==> src/rtl/mem_arbiter.sv <==
// Single-port memory arbiter between fetch and data ports: data-first grant, fixed access latency, per-stage stalls.
// Optional fetch starvation guard is enabled by defining ARB_STARVE_GUARD_EN.
module mem_arbiter #(
    parameter int DATA_WIDTH   = 32,
    parameter int MEM_LATENCY  = 1,
    parameter int STARVE_LIMIT = 4
) (
    input  logic                  clk,
    input  logic                  rst,
    input  logic                  if_req_i,
    input  logic [DATA_WIDTH-1:0] if_addr_i,
    output logic                  if_gnt_o,
    output logic                  if_rvalid_o,
    output logic [DATA_WIDTH-1:0] if_rdata_o,
    input  logic                  d_req_i,
    input  logic                  d_we_i,
    input  logic [DATA_WIDTH-1:0] d_addr_i,
    input  logic [DATA_WIDTH-1:0] d_wdata_i,
    input  logic                  d_byte_i,
    output logic                  d_gnt_o,
    output logic                  d_rvalid_o,
    output logic [DATA_WIDTH-1:0] d_rdata_o,
    output logic [DATA_WIDTH-1:0] mem_addr_o,
    output logic [DATA_WIDTH-1:0] mem_wdata_o,
    output logic                  mem_we_o,
    output logic                  mem_byte_o,
    input  logic [DATA_WIDTH-1:0] mem_rdata_i,
    output logic                  stall_f_o,
    output logic                  stall_m_o,
    output logic [1:0]            dbgState
);

    // Handshake: a requester holds req and its fields until gnt (a single cycle in IDLE);
    // after gnt it may change inputs, and rvalid pulses for one cycle when the access completes.
    typedef enum logic [1:0] {
        IDLE   = 2'd0,
        ACCESS = 2'd1,
        RESP   = 2'd2
    } stateT;

    stateT      state;
    logic [3:0] latCnt;
    logic       ownerData;
    logic       forceFetch;

`ifdef ARB_STARVE_GUARD_EN
    logic [3:0] starveCnt;

    assign forceFetch = (starveCnt == 4'(STARVE_LIMIT)) && if_req_i && d_req_i;

    always_ff @(posedge clk or negedge rst) begin
        if (!rst) begin
            starveCnt <= 4'd0;
        end else if (if_gnt_o || (state == IDLE && !if_req_i)) begin
            starveCnt <= 4'd0;
        end else if (d_gnt_o && if_req_i && starveCnt != 4'hF) begin
            starveCnt <= starveCnt + 4'd1;
        end
    end
`else
    assign forceFetch = 1'b0;
`endif

    // The data port carries the older instruction, so it wins unless the guard forces fetch.
    assign d_gnt_o  = (state == IDLE) && d_req_i && !forceFetch;
    assign if_gnt_o = (state == IDLE) && if_req_i && (!d_req_i || forceFetch);

    assign stall_m_o = d_req_i & ~d_rvalid_o;
    assign stall_f_o = (if_req_i & ~if_rvalid_o) | stall_m_o;
    assign dbgState  = state;

    always_ff @(posedge clk or negedge rst) begin
        if (!rst) begin
            state       <= IDLE;
            latCnt      <= 4'd0;
            ownerData   <= 1'b0;
            mem_addr_o  <= '0;
            mem_wdata_o <= '0;
            mem_we_o    <= 1'b0;
            mem_byte_o  <= 1'b0;
            if_rvalid_o <= 1'b0;
            if_rdata_o  <= '0;
            d_rvalid_o  <= 1'b0;
            d_rdata_o   <= '0;
        end else begin
            case (state)
                IDLE: begin
                    if (d_gnt_o || if_gnt_o) begin
                        ownerData   <= d_gnt_o;
                        mem_addr_o  <= d_gnt_o ? d_addr_i : if_addr_i;
                        mem_wdata_o <= d_gnt_o ? d_wdata_i : '0;
                        mem_we_o    <= d_gnt_o & d_we_i;
                        mem_byte_o  <= d_gnt_o & d_byte_i;
                        latCnt      <= 4'(MEM_LATENCY);
                        state       <= ACCESS;
                    end
                end
                ACCESS: begin
                    if (latCnt == 4'd1) begin
                        // mem_we_o still holds the latched store flag here.
                        if (ownerData) begin
                            d_rdata_o <= mem_we_o ? '0 : mem_rdata_i;
                        end else begin
                            if_rdata_o <= mem_rdata_i;
                        end
                        d_rvalid_o  <= ownerData;
                        if_rvalid_o <= !ownerData;
                        mem_addr_o  <= '0;
                        mem_wdata_o <= '0;
                        mem_we_o    <= 1'b0;
                        mem_byte_o  <= 1'b0;
                        latCnt      <= 4'd0;
                        state       <= RESP;
                    end else begin
                        latCnt <= latCnt - 4'd1;
                    end
                end
                RESP: begin
                    d_rvalid_o  <= 1'b0;
                    if_rvalid_o <= 1'b0;
                    state       <= IDLE;
                end
                default: begin
                    state <= IDLE;
                end
            endcase
        end
    end

endmodule

==> config.mk <==
export PLATFORM = sky130hd
export DESIGN_NAME = mem_arbiter
export DESIGN_NICKNAME = d
export VERILOG_FILES = /design/src/rtl/mem_arbiter.sv
export SDC_FILE = /design/constraint.sdc
export NUM_CORES = 1
export LEC_CHECK = 0
export BUFFER_PORTS_ARGS = -buffer_cell sky130_fd_sc_hd__clkbuf_2
export CAP_MARGIN = 40
export CORE_ASPECT_RATIO = 0.9
export CORE_UTILIZATION = 48
export CTS_CLUSTER_DIAMETER = 40
export DETAILED_ROUTE_END_ITERATION = 6
export GPL_TIMING_DRIVEN = 0
export HOLD_SLACK_MARGIN = 0.02
export PLACE_DENSITY = 0.79
export SLEW_MARGIN = 0
export SYNTH_ARGS = -nofsm -noshare
export SYNTH_HDL_FRONTEND = slang
export SYNTH_SLANG_ARGS = --single-unit
==> constraint.sdc <==
create_clock -name clk -period 2.15 [get_ports clk]
set_input_delay 0.215 -clock clk [delete_from_list [all_inputs] [get_ports clk]]
set_output_delay 0.215 -clock clk [all_outputs]
set_load 0.02 [all_outputs]
==> impl_metrics.json, run 1 <==
{
  "fmax_mhz": 501,
  "r2r-end": "if_rdata_o[7]",
  "dr.pass1.iters": 4,
  "cp.arrival_ns": 2.29,
  "grt_max_degree": 73,
  "drc": 0,
  "power_density_mw_per_mm2": 1570,
  "die_width_um": 122,
  "worst_slew_pin_slew_ns": 0.557,
  "ioPinCount": 272,
  "grt_usage_pct": 25.1,
  "die_area_sq_mm": 0.0134,
  "ys_warn_count": 0,
  "grt_pass1_vias": 5279,
  "power_uw": 13600,
  "synthCells": 503,
  "syn_area_sq_mm": 0.00619,
  "fillers": 863,
  "avgSynthCellArea_sq_um": 12.3,
  "post-route-util_pct": 70.2,
  "ir_drop_mv": 1.07,
  "cts_buffers": 17,
  "synth_ff_type": "dfrtp_1",
  "crit_path_end_kind": "register",
  "wl_per_cell_um": 16.6,
  "tritoncts": "built",
  "slew_headroom_pct": 62.9,
  "start_util_pct": 50.3,
  "final_common_cell": "clkbuf_2",
  "status": "finished, final reports clean",
  "finalNetCount": 956,
  "drt_iter0_markers": 249,
  "post-dp-hpwl_um": 11800,
  "antenna_found_initial": 0,
  "rows": 38,
  "hold_violations": 0,
  "dp_slack_ns": -0.0617,
  "hold_path_class": "input pin to register",
  "gp_congestion": 0.886,
  "setup_viol": 0,
  "p_leak_uw": 0.00448,
  "period_needed_ns": 2.00,
  "grt_pass1_wl_um": 25300,
  "fin_crit_sh_pct": 92.9,
  "rr_worst_depth": 7,
  "final_layout_size_suffix_gt1_share_pct": 50.8,
  "synthToLayoutAreaGrowth_pct": 39.5,
  "cts-htree-levels": 4,
  "setup_tns_ns": 0,
  "reg2reg_from": "latCnt[1]",
  "routed_wl_um": 16500,
  "synth_edf_count": 0,
  "layout_common_cells": "clkbuf_2 (270), dfrtp_1 (139), mux2_2 (92), nand2_1 (65), inv_1 (37)",
  "antennaDiodeCount": 0,
  "r2r_setup_slack_ns": 0.15,
  "clock_skew_ns": 0.00835,
  "synth_seq_area_share_pct": 56.2,
  "clock_sinks": 139,
  "final_max_slew_viol_count": 0,
  "startpoint": "latCnt[1]",
  "clock_latency_ns": 0.42,
  "cp_max_fo": 10,
  "port_buffers": 270,
  "clk_pin_slew_ns": 0.06,
  "rsz0062_at_grt": "no",
  "ant_nets": 0,
  "setup_slack_ns": 0.153,
  "via_per_inst": 5.32,
  "critPathLaunchType": "register",
  "synthDistinctLibCells": 30,
  "cts_root_buf": "clkbuf_16",
  "core-area_sq_mm": 0.0123,
  "synthArstFlopShare_pct": 100,
  "cap_violations": 0,
  "crit_type": "register to register",
  "vias": 5273,
  "clk_path_buf_depth": 2,
  "die_y_um": 110,
  "overflow": 0,
  "cp-endpoint": "if_rdata_o[7]",
  "synth.net_count": 639,
  "ys_ff_latch": 139,
  "cp_data_required_time_ns": 2.45
}
-- flip-flops by register name, summed over array words and instances, names as in the netlist, 2 cells and up --
name,count
latCnt,4
dbgState,2
if_rdata_o,32
mem_wdata_o,32
d_rdata_o,32
mem_addr_o,32
-- per-stage QoR --
| step | hold WS (ns) | cells | instance area, sq um |
|---|---|---|---|
| 3_5_place_dp | 0.248 | 934 | 7780 |
| 4_1_cts | 0.0208 | 992 | 8620 |
| 3_3_place_gp | 0.439 | 933 | 7750 |
| 2_1_floorplan | -0.0806 | 503 | 6190 |
| 5_1_grt | 0.0328 | 992 | 8640 |
| 6_report | 0.0328 | 992 | 8640 |
-- cells by family after synthesis --
| family | count (synthesis) | share of synthesized area, % |
|---|---|---|
| compound gates | 79 | 11.2 |
| xor+xnor | 1 | 0.141 |
| fa+ha+maj | 2 | 0.404 |
| buf+inv | 71 | 5.39 |
| flops | 139 | 56.2 |
| mux | 96 | 17.5 |
| simple gates | 115 | 9.29 |
-- per-layer routing --
metal  up-vias  routed length (um)  track usage (%)
met4         0                 452             13.1
met1      2582                6540             29.4
met5         -                   0                0
met3        39                 991             5.45
li1       2417                   -                -
met2       235                8500             43.4
-- how the worst min path moves through the flow --
| stage | to | cells past startpoint | startpoint |
|---|---|---|---|
| final | if_rdata_o[26] | 2 | mem_rdata_i[26] |
| after global routing | mem_wdata_o[26] | 2 | d_wdata_i[26] |
| after CTS | mem_wdata_o[19] | 2 | d_wdata_i[19] |
| after detailed placement | mem_wdata_o[28] | 1 | rst |
| after global placement | mem_wdata_o[14] | 2 | d_wdata_i[14] |
| after floorplan | d_rdata_o[0] | 0 | rst |
-- layout make-up --
type	count	area, sq um	area share [%]
clock inverters	12	124	1.43
plain buffers	33	198	2.29
flip-flops and latches	139	3480	40.2
inverters	37	139	1.61
well taps	160	200	2.32
clock buffers	19	443	5.12
repair buffers	299	1660	19.2
multi-input cells	293	2400	27.8
-- repair_timing --
item	4_1_cts	5_1_grt
pin swaps	3	2
resized for setup	3	7
hold buffers	23	0
endpoints found under the setup margin	31	60
endpoints found under the hold margin	89	0
buffers inserted	4	1
-- synth_stat cells, types with 2 or more instances --
| library cell | number | area (sq um) |
|---|---|---|
| o2bb2ai_1 | 3 | 26.3 |
| buf_2 | 6 | 30.0 |
| nor2b_1 | 35 | 219 |
| nor2_1 | 3 | 11.3 |
| inv_1 | 37 | 139 |
| a21o_1 | 2 | 15.0 |
| o221ai_1 | 33 | 289 |
| mux2_2 | 92 | 1040 |
| nand2b_1 | 2 | 12.5 |
| ha_1 | 2 | 25.0 |
| clkbuf_1 | 20 | 75.1 |
| dfrtp_1 | 139 | 3480 |
| nand2_1 | 65 | 244 |
| nor3b_2 | 2 | 25.0 |
| a22o_1 | 35 | 307 |
| mux2_1 | 4 | 45.0 |
| a21oi_1 | 3 | 15.0 |
| buf_6 | 8 | 90.1 |
-- report_power, final --
group | switching, uW | internal (uW)
logic | 3600 | 2700
registers | 696 | 3790
clock network | 1080 | 1720
-- worst max-delay path, stage by stage (launching register included) --
cell and delay [ns]:
dfrtp_1 0.40, inv_1 0.09, ha_1 0.16, or3b_4 0.41
nor3_4 0.15, buf_4 0.16, buf_6 0.15, mux2_2 0.35
(Power assumes the default switching activity.)
==> run 2: changes to the inputs <==
--- a/config.mk
+++ b/config.mk
@@ -7,13 +7,15 @@
 export LEC_CHECK = 0
 export BUFFER_PORTS_ARGS = -buffer_cell sky130_fd_sc_hd__clkbuf_2
 export CAP_MARGIN = 40
+export CELL_PAD_IN_SITES_DETAIL_PLACEMENT = 0
+export CELL_PAD_IN_SITES_GLOBAL_PLACEMENT = 1
 export CORE_ASPECT_RATIO = 0.9
-export CORE_UTILIZATION = 48
+export CORE_UTILIZATION = 36
 export CTS_CLUSTER_DIAMETER = 40
 export DETAILED_ROUTE_END_ITERATION = 6
 export GPL_TIMING_DRIVEN = 0
 export HOLD_SLACK_MARGIN = 0.02
-export PLACE_DENSITY = 0.79
+export PLACE_DENSITY = 0.78
 export SLEW_MARGIN = 0
 export SYNTH_ARGS = -nofsm -noshare
 export SYNTH_HDL_FRONTEND = slang
==> run 2 against run 1 <==
Compared with the run above: the flow now finishes with violations (design-rule violations); total power up 1.6%; clock-buffer cell count down 2; non-clock buffer count down 1; sequential power about the same; maximum frequency down 1.2%; register-to-register slack about the same; via count down 3.3%; clock skew down 0.0032 ns; combinational power down 0.6%; cell area up 1.1%; die area up 33%; first-iteration DRC count down 27%; largest power group unchanged.
==> impl_metrics.json, run 2 (synthesis results as in run 1) <==
{
  "setup_viol": 0,
  "grt_pass1_vias": 5258,
  "cp_max_fo": 8,
  "p_leak_uw": 0.00449,
  "layout_common_cells": "clkbuf_2 (268), dfrtp_1 (138), mux2_2 (92), nand2_1 (65), inv_1 (37)",
  "clock_sinks": 139,
  "critPathLaunchType": "register",
  "dpl_cell_area_sq_mm": 0.00785,
  "antennaDiodeCount": 0,
  "wl_met3_um": 814,
  "via_per_inst": 4.89,
  "final_layout_size_suffix_gt1_share_pct": 51.0,
  "fillers": 1487,
  "clock_skew_ns": 0.00516,
  "vias": 5097,
  "start_util_pct": 36.8,
  "wl_per_cell_um": 16.1,
  "fmax_mhz": 495,
  "ir_drop_mv": 0.571,
  "hold_path_class": "input pin to register",
  "power_density_mw_per_mm2": 1580,
  "fin_area_sq_mm": 0.00874,
  "routed.top_layer": "met4",
  "register_area_sq_mm": 0.00348,
  "routed_wl_um": 16800,
  "dr.pass1.iters": 7,
  "placed_cells": 985,
  "clock_latency_ns": 0.41,
  "critical_path.max_stage_delay_ns": 0.46,
  "final_max_slew_viol_count": 0,
  "period_needed_ns": 2.02,
  "grt_max_degree": 98,
  "port_buffers": 270,
  "antenna_found_initial": 0,
  "slew_headroom_pct": 65.4,
  "hold_violations": 0,
  "fin_crit_sh_pct": 94.0,
  "failed_checks": "design-rule violations",
  "clk_pin_slew_ns": 0.06,
  "tritoncts": "built",
  "cp.arrival_ns": 1.81,
  "wl_met2_um": 8580,
  "grt_pass1_wl_um": 26900,
  "synthToLayoutAreaGrowth_pct": 41.1,
  "cts_buffers": 17,
  "drt-met1-wl_um": 7010,
  "gp_congestion": 0.790,
  "cpMaxStageDelayCell": "dfrtp_2",
  "stdcell_count": 1043,
  "die_width_um": 140,
  "clk_path_buf_depth": 2,
  "cp_data_required_time_ns": 1.93,
  "ant_nets": 0,
  "overflow": 0,
  "crit_path_end_kind": "primary output",
  "status": "finished with violations",
  "finalNetCount": 955,
  "drt_iter0_markers": 181,
  "grt_usage_pct": 19.4,
  "worst_slew_pin_slew_ns": 0.519,
  "cap_violations": 0,
  "cts-htree-levels": 4,
  "path_cells": "or2_2 -> clkbuf_1 -> nor3b_2 -> buf_2",
  "post-dp-hpwl_um": 12600,
  "rsz0062_at_grt": "no",
  "crit_type": "register to primary output",
  "die_area_sq_mm": 0.0177,
  "ioPinCount": 272,
  "multi_input_area_sq_mm": 0.00240,
  "power_uw": 13800,
  "rows": 45,
  "drc": 1,
  "final_common_cell": "clkbuf_2",
  "cts_root_buf": "clkbuf_16",
  "core-area_sq_mm": 0.0168,
  "die_y_um": 126
}
## run 2: changes by cell type in the layout (fill, tap and decap cells not counted), moves of 2 or more
cell	delta
clkbuf_2	-2
clkinv_2	-5
inv_8	+3
clkinvlp_4	-2
inv_6	+5
## run 2: what timing repair did
item	CTS	global route
hold endpoints to repair	63	0
gates resized for setup	3	4
setup endpoints to repair	16	31
pin swaps	2	1
hold buffers	22	0
buffers inserted	4	0
## run 2: worst paths after layout
| kind | slack [ns] | depth (start not counted) | endpoint | startpoint |
|---|---|---|---|---|
| min in group asynchronous | 0.31 | 2 | if_rdata_o[16] | rst |
| worst max-delay path | 0.13 | 4 | if_gnt_o | dbgState[0] |
| max in group asynchronous | 1.00 | 3 | dbgState[0] | rst |
| worst min register to register | 0.49 | 1 | if_rdata_o[22] | if_rdata_o[22] |
| worst max register to register | 0.15 | 7 | if_rdata_o[4] | latCnt[1] |
| worst min-delay path | 0.04 | 2 | mem_wdata_o[0] | d_wdata_i[0] |
## run 2: cell type report
| type | count | share of cell area [%] |
|---|---|---|
| plain buffers | 34 | 2.25 |
| clock buffers | 17 | 4.87 |
| clock inverters | 15 | 2.29 |
| inverters | 37 | 1.59 |
| multi-input cells | 293 | 27.4 |
| flip-flops and latches | 139 | 39.8 |
| well taps | 211 | 3.02 |
| repair buffers | 297 | 18.7 |
## run 2: layer usage
layer	GRT usage, %	vias up
li1	-	2400
met1	23.8	2494
met2	33.9	180
met3	4.15	23
met4	6.79	0
met5	0	-
## run 2: metrics by stage
step / hold WS, ns / TNS [ns] / util [%] / setup slack [ns]
2_1_floorplan: -0.0806 / 0 / - / 0.265
3_3_place_gp: 0.439 / -183.69 / 46.4 / -1.33
3_5_place_dp: 0.176 / -0.143 / 46.6 / -0.136
4_1_cts: 0.0209 / 0 / 51.9 / 0.0389
5_1_grt: 0.0259 / 0 / 51.9 / 0.00826
6_report: 0.0359 / 0 / 51.9 / 0.130
## run 2: critical path, delay by kind of cell (launching register included)
kind                   cells  cell delay, ns
and+or+nand+nor            2            0.54
DFF                        1            0.46
buffers and inverters      2            0.39
## run 2: power by group
group	switching (uW)	leakage (uW)	internal [uW]
Clock	1210	0.000302	1870
Combinational	3580	0.00246	2680
Sequential	678	0.00174	3790
Total	5470	0.00449	8340
==> run 3: changes to the inputs <==
==> constraint.sdc (replaced) <==
create_clock -name clk -period 2.15 [get_ports clk]
set_input_delay 0.3225 -clock clk [delete_from_list [all_inputs] [get_ports clk]]
set_output_delay 0.3225 -clock clk [all_outputs]
set_load 0.02 [all_outputs]
==> run 3 against run 2 <==
Compared with the run above: the flow still finishes with violations (design-rule violations); sequential power hardly changed; clock skew about the same; non-clock buffer count shrank 20; clock-buffer cell count unchanged; combinational power hardly changed; wire length down 0.78%; first-iteration DRC count shrank 9.9%; via count fell by 1.1%; die area is the same; worst setup slack is essentially flat; hold slack better by 0.096 ns; cell area down 2.2%; critical path type unchanged; highest routed layer unchanged.
==> impl_metrics.json, run 3 (synthesis results as in run 1) <==
{
  "dp_slack_ns": -0.243,
  "grt_pass1_wl_um": 26700,
  "die_y_um": 126,
  "critical_path.max_stage_delay_ns": 0.46,
  "cp_max_fo": 8,
  "setup_slack_ns": 0.130,
  "ant_nets": 0,
  "placed_cells": 985,
  "use_met3_pct": 4.15,
  "final_common_cell": "clkbuf_2",
  "clock_skew_ns": 0.00550,
  "power_density_mw_per_mm2": 1610,
  "hold_path_class": "input pin to register",
  "fin_area_sq_mm": 0.00855,
  "cap_violations": 0,
  "cp_data_required_time_ns": 1.83,
  "ioPinCount": 272,
  "drt_iter0_markers": 163,
  "worst_slew_pin_slew_ns": 0.523,
  "finalNetCount": 935,
  "cts_root_buf": "clkbuf_16",
  "cp_num_buf_inv": 1,
  "gp_congestion": 0.790,
  "gr-max-usage-layer": "met2",
  "grt_usage_pct": 19.3,
  "wl_per_cell_um": 16.3,
  "antennaDiodeCount": 0,
  "fmax_mhz": 495,
  "core-area_sq_mm": 0.0168,
  "start_util_pct": 36.8,
  "met1_usage_pct": 23.8,
  "grt_max_degree": 98,
  "rows": 45,
  "clock_sinks": 139,
  "path_cells": "or2_2 -> nor3b_2 -> clkbuf_4",
  "post-route-util_pct": 50.8,
  "drc": 1,
  "ir_drop_mv": 0.561,
  "grtUsageMet2_pct": 33.3,
  "synthToLayoutAreaGrowth_pct": 38.0,
  "vias": 5039,
  "die_area_sq_mm": 0.0177,
  "final_max_slew_viol_count": 0,
  "critPathLaunchType": "register",
  "via_per_inst": 4.93,
  "die_width_um": 140,
  "port_buffers": 270,
  "cts-htree-levels": 4,
  "cpMaxStageDelayCell": "dfrtp_2",
  "layout_common_cells": "clkbuf_2 (269), dfrtp_1 (138), mux2_2 (92), nand2_1 (65), inv_1 (37)",
  "period_needed_ns": 2.02,
  "antenna_found_initial": 0,
  "fin_crit_sh_pct": 93.9,
  "cp.arrival_ns": 1.70,
  "cts_buffers": 17,
  "cp_top_family": "simple AND/OR/NAND/NOR gates",
  "post-dp-hpwl_um": 12600,
  "overflow": 0,
  "grt_pass1_vias": 5211,
  "dr.pass1.iters": 7,
  "crit_type": "register to primary output",
  "rsz0062_at_grt": "no",
  "clk_path_buf_depth": 2,
  "whs_ns": 0.132,
  "dpl_cell_area_sq_mm": 0.00785,
  "p_leak_uw": 0.00442,
  "final_layout_size_suffix_gt1_share_pct": 52.6,
  "clk_pin_slew_ns": 0.06,
  "setup_viol": 0,
  "routed_wl_um": 16600,
  "crit_path_end_kind": "primary output",
  "failed_checks": "design-rule violations",
  "clock_latency_ns": 0.41,
  "hold_violations": 0,
  "tritoncts": "built",
  "status": "finished with violations",
  "stdcell_count": 1023,
  "slew_headroom_pct": 65.2
}
-- run 3: final timing paths --
kind                                     start               to  slack, ns  cells after the start
worst max-delay path               dbgState[0]         if_gnt_o       0.13                      3
worst min-delay path             d_wdata_i[31]  mem_wdata_o[31]       0.13                      2
worst max register to register       latCnt[1]    if_rdata_o[4]       0.15                      7
worst min register to register  if_rdata_o[22]   if_rdata_o[22]       0.49                      1
max in group asynchronous                  rst      dbgState[0]       0.88                      3
min in group asynchronous                  rst   if_rdata_o[16]       0.42                      2
-- run 3: area by class of cell --
class / count / area [sq um]
buffer: 33 / 196
clock buffer: 17 / 425
clock inverter: 15 / 200
fill: 1507 / 8290
inverter: 37 / 139
multi-input combinational: 293 / 2400
sequential: 139 / 3480
tap: 211 / 264
timing repair buffer: 278 / 1450
-- run 3: where the power goes --
group / internal [uW] / switching, uW
combinational: 2660 / 3580
clock: 1870 / 1210
sequential: 3790 / 676
-- run 3: worst register-to-register path: cells and delay by family (launching register included) --
| kind | cells | cell delay, ns |
|---|---|---|
| fa+ha+maj | 1 | 0.15 |
| buf+inv | 3 | 0.39 |
| flops | 1 | 0.39 |
| mux | 1 | 0.35 |
| simple gates | 2 | 0.61 |
-- run 3: layer usage --
| layer | vias up | wire, um |
|---|---|---|
| met1 | 2462 | 7010 |
| met4 | 0 | 348 |
| li1 | 2358 | - |
| met3 | 21 | 874 |
| met5 | - | 0 |
| met2 | 198 | 8410 |
-- run 3: timing repair --
item / in CTS / in global routing
hold buffers: 1 / 0
gates cloned: 0 / 0
endpoints found under the hold margin: 42 / 0
pin swaps: 3 / 1
gates resized for setup: 6 / 3
buffers inserted: 5 / 1
setup endpoints to repair: 16 / 31
-- run 3: metrics by stage --
step                total power, uW  TNS [ns]
floorplan                      8570         0
finish                        13800         0
global placement              10500   -198.74
global route                  14600         0
detailed placement            10700    -0.250
CTS                           13900         0
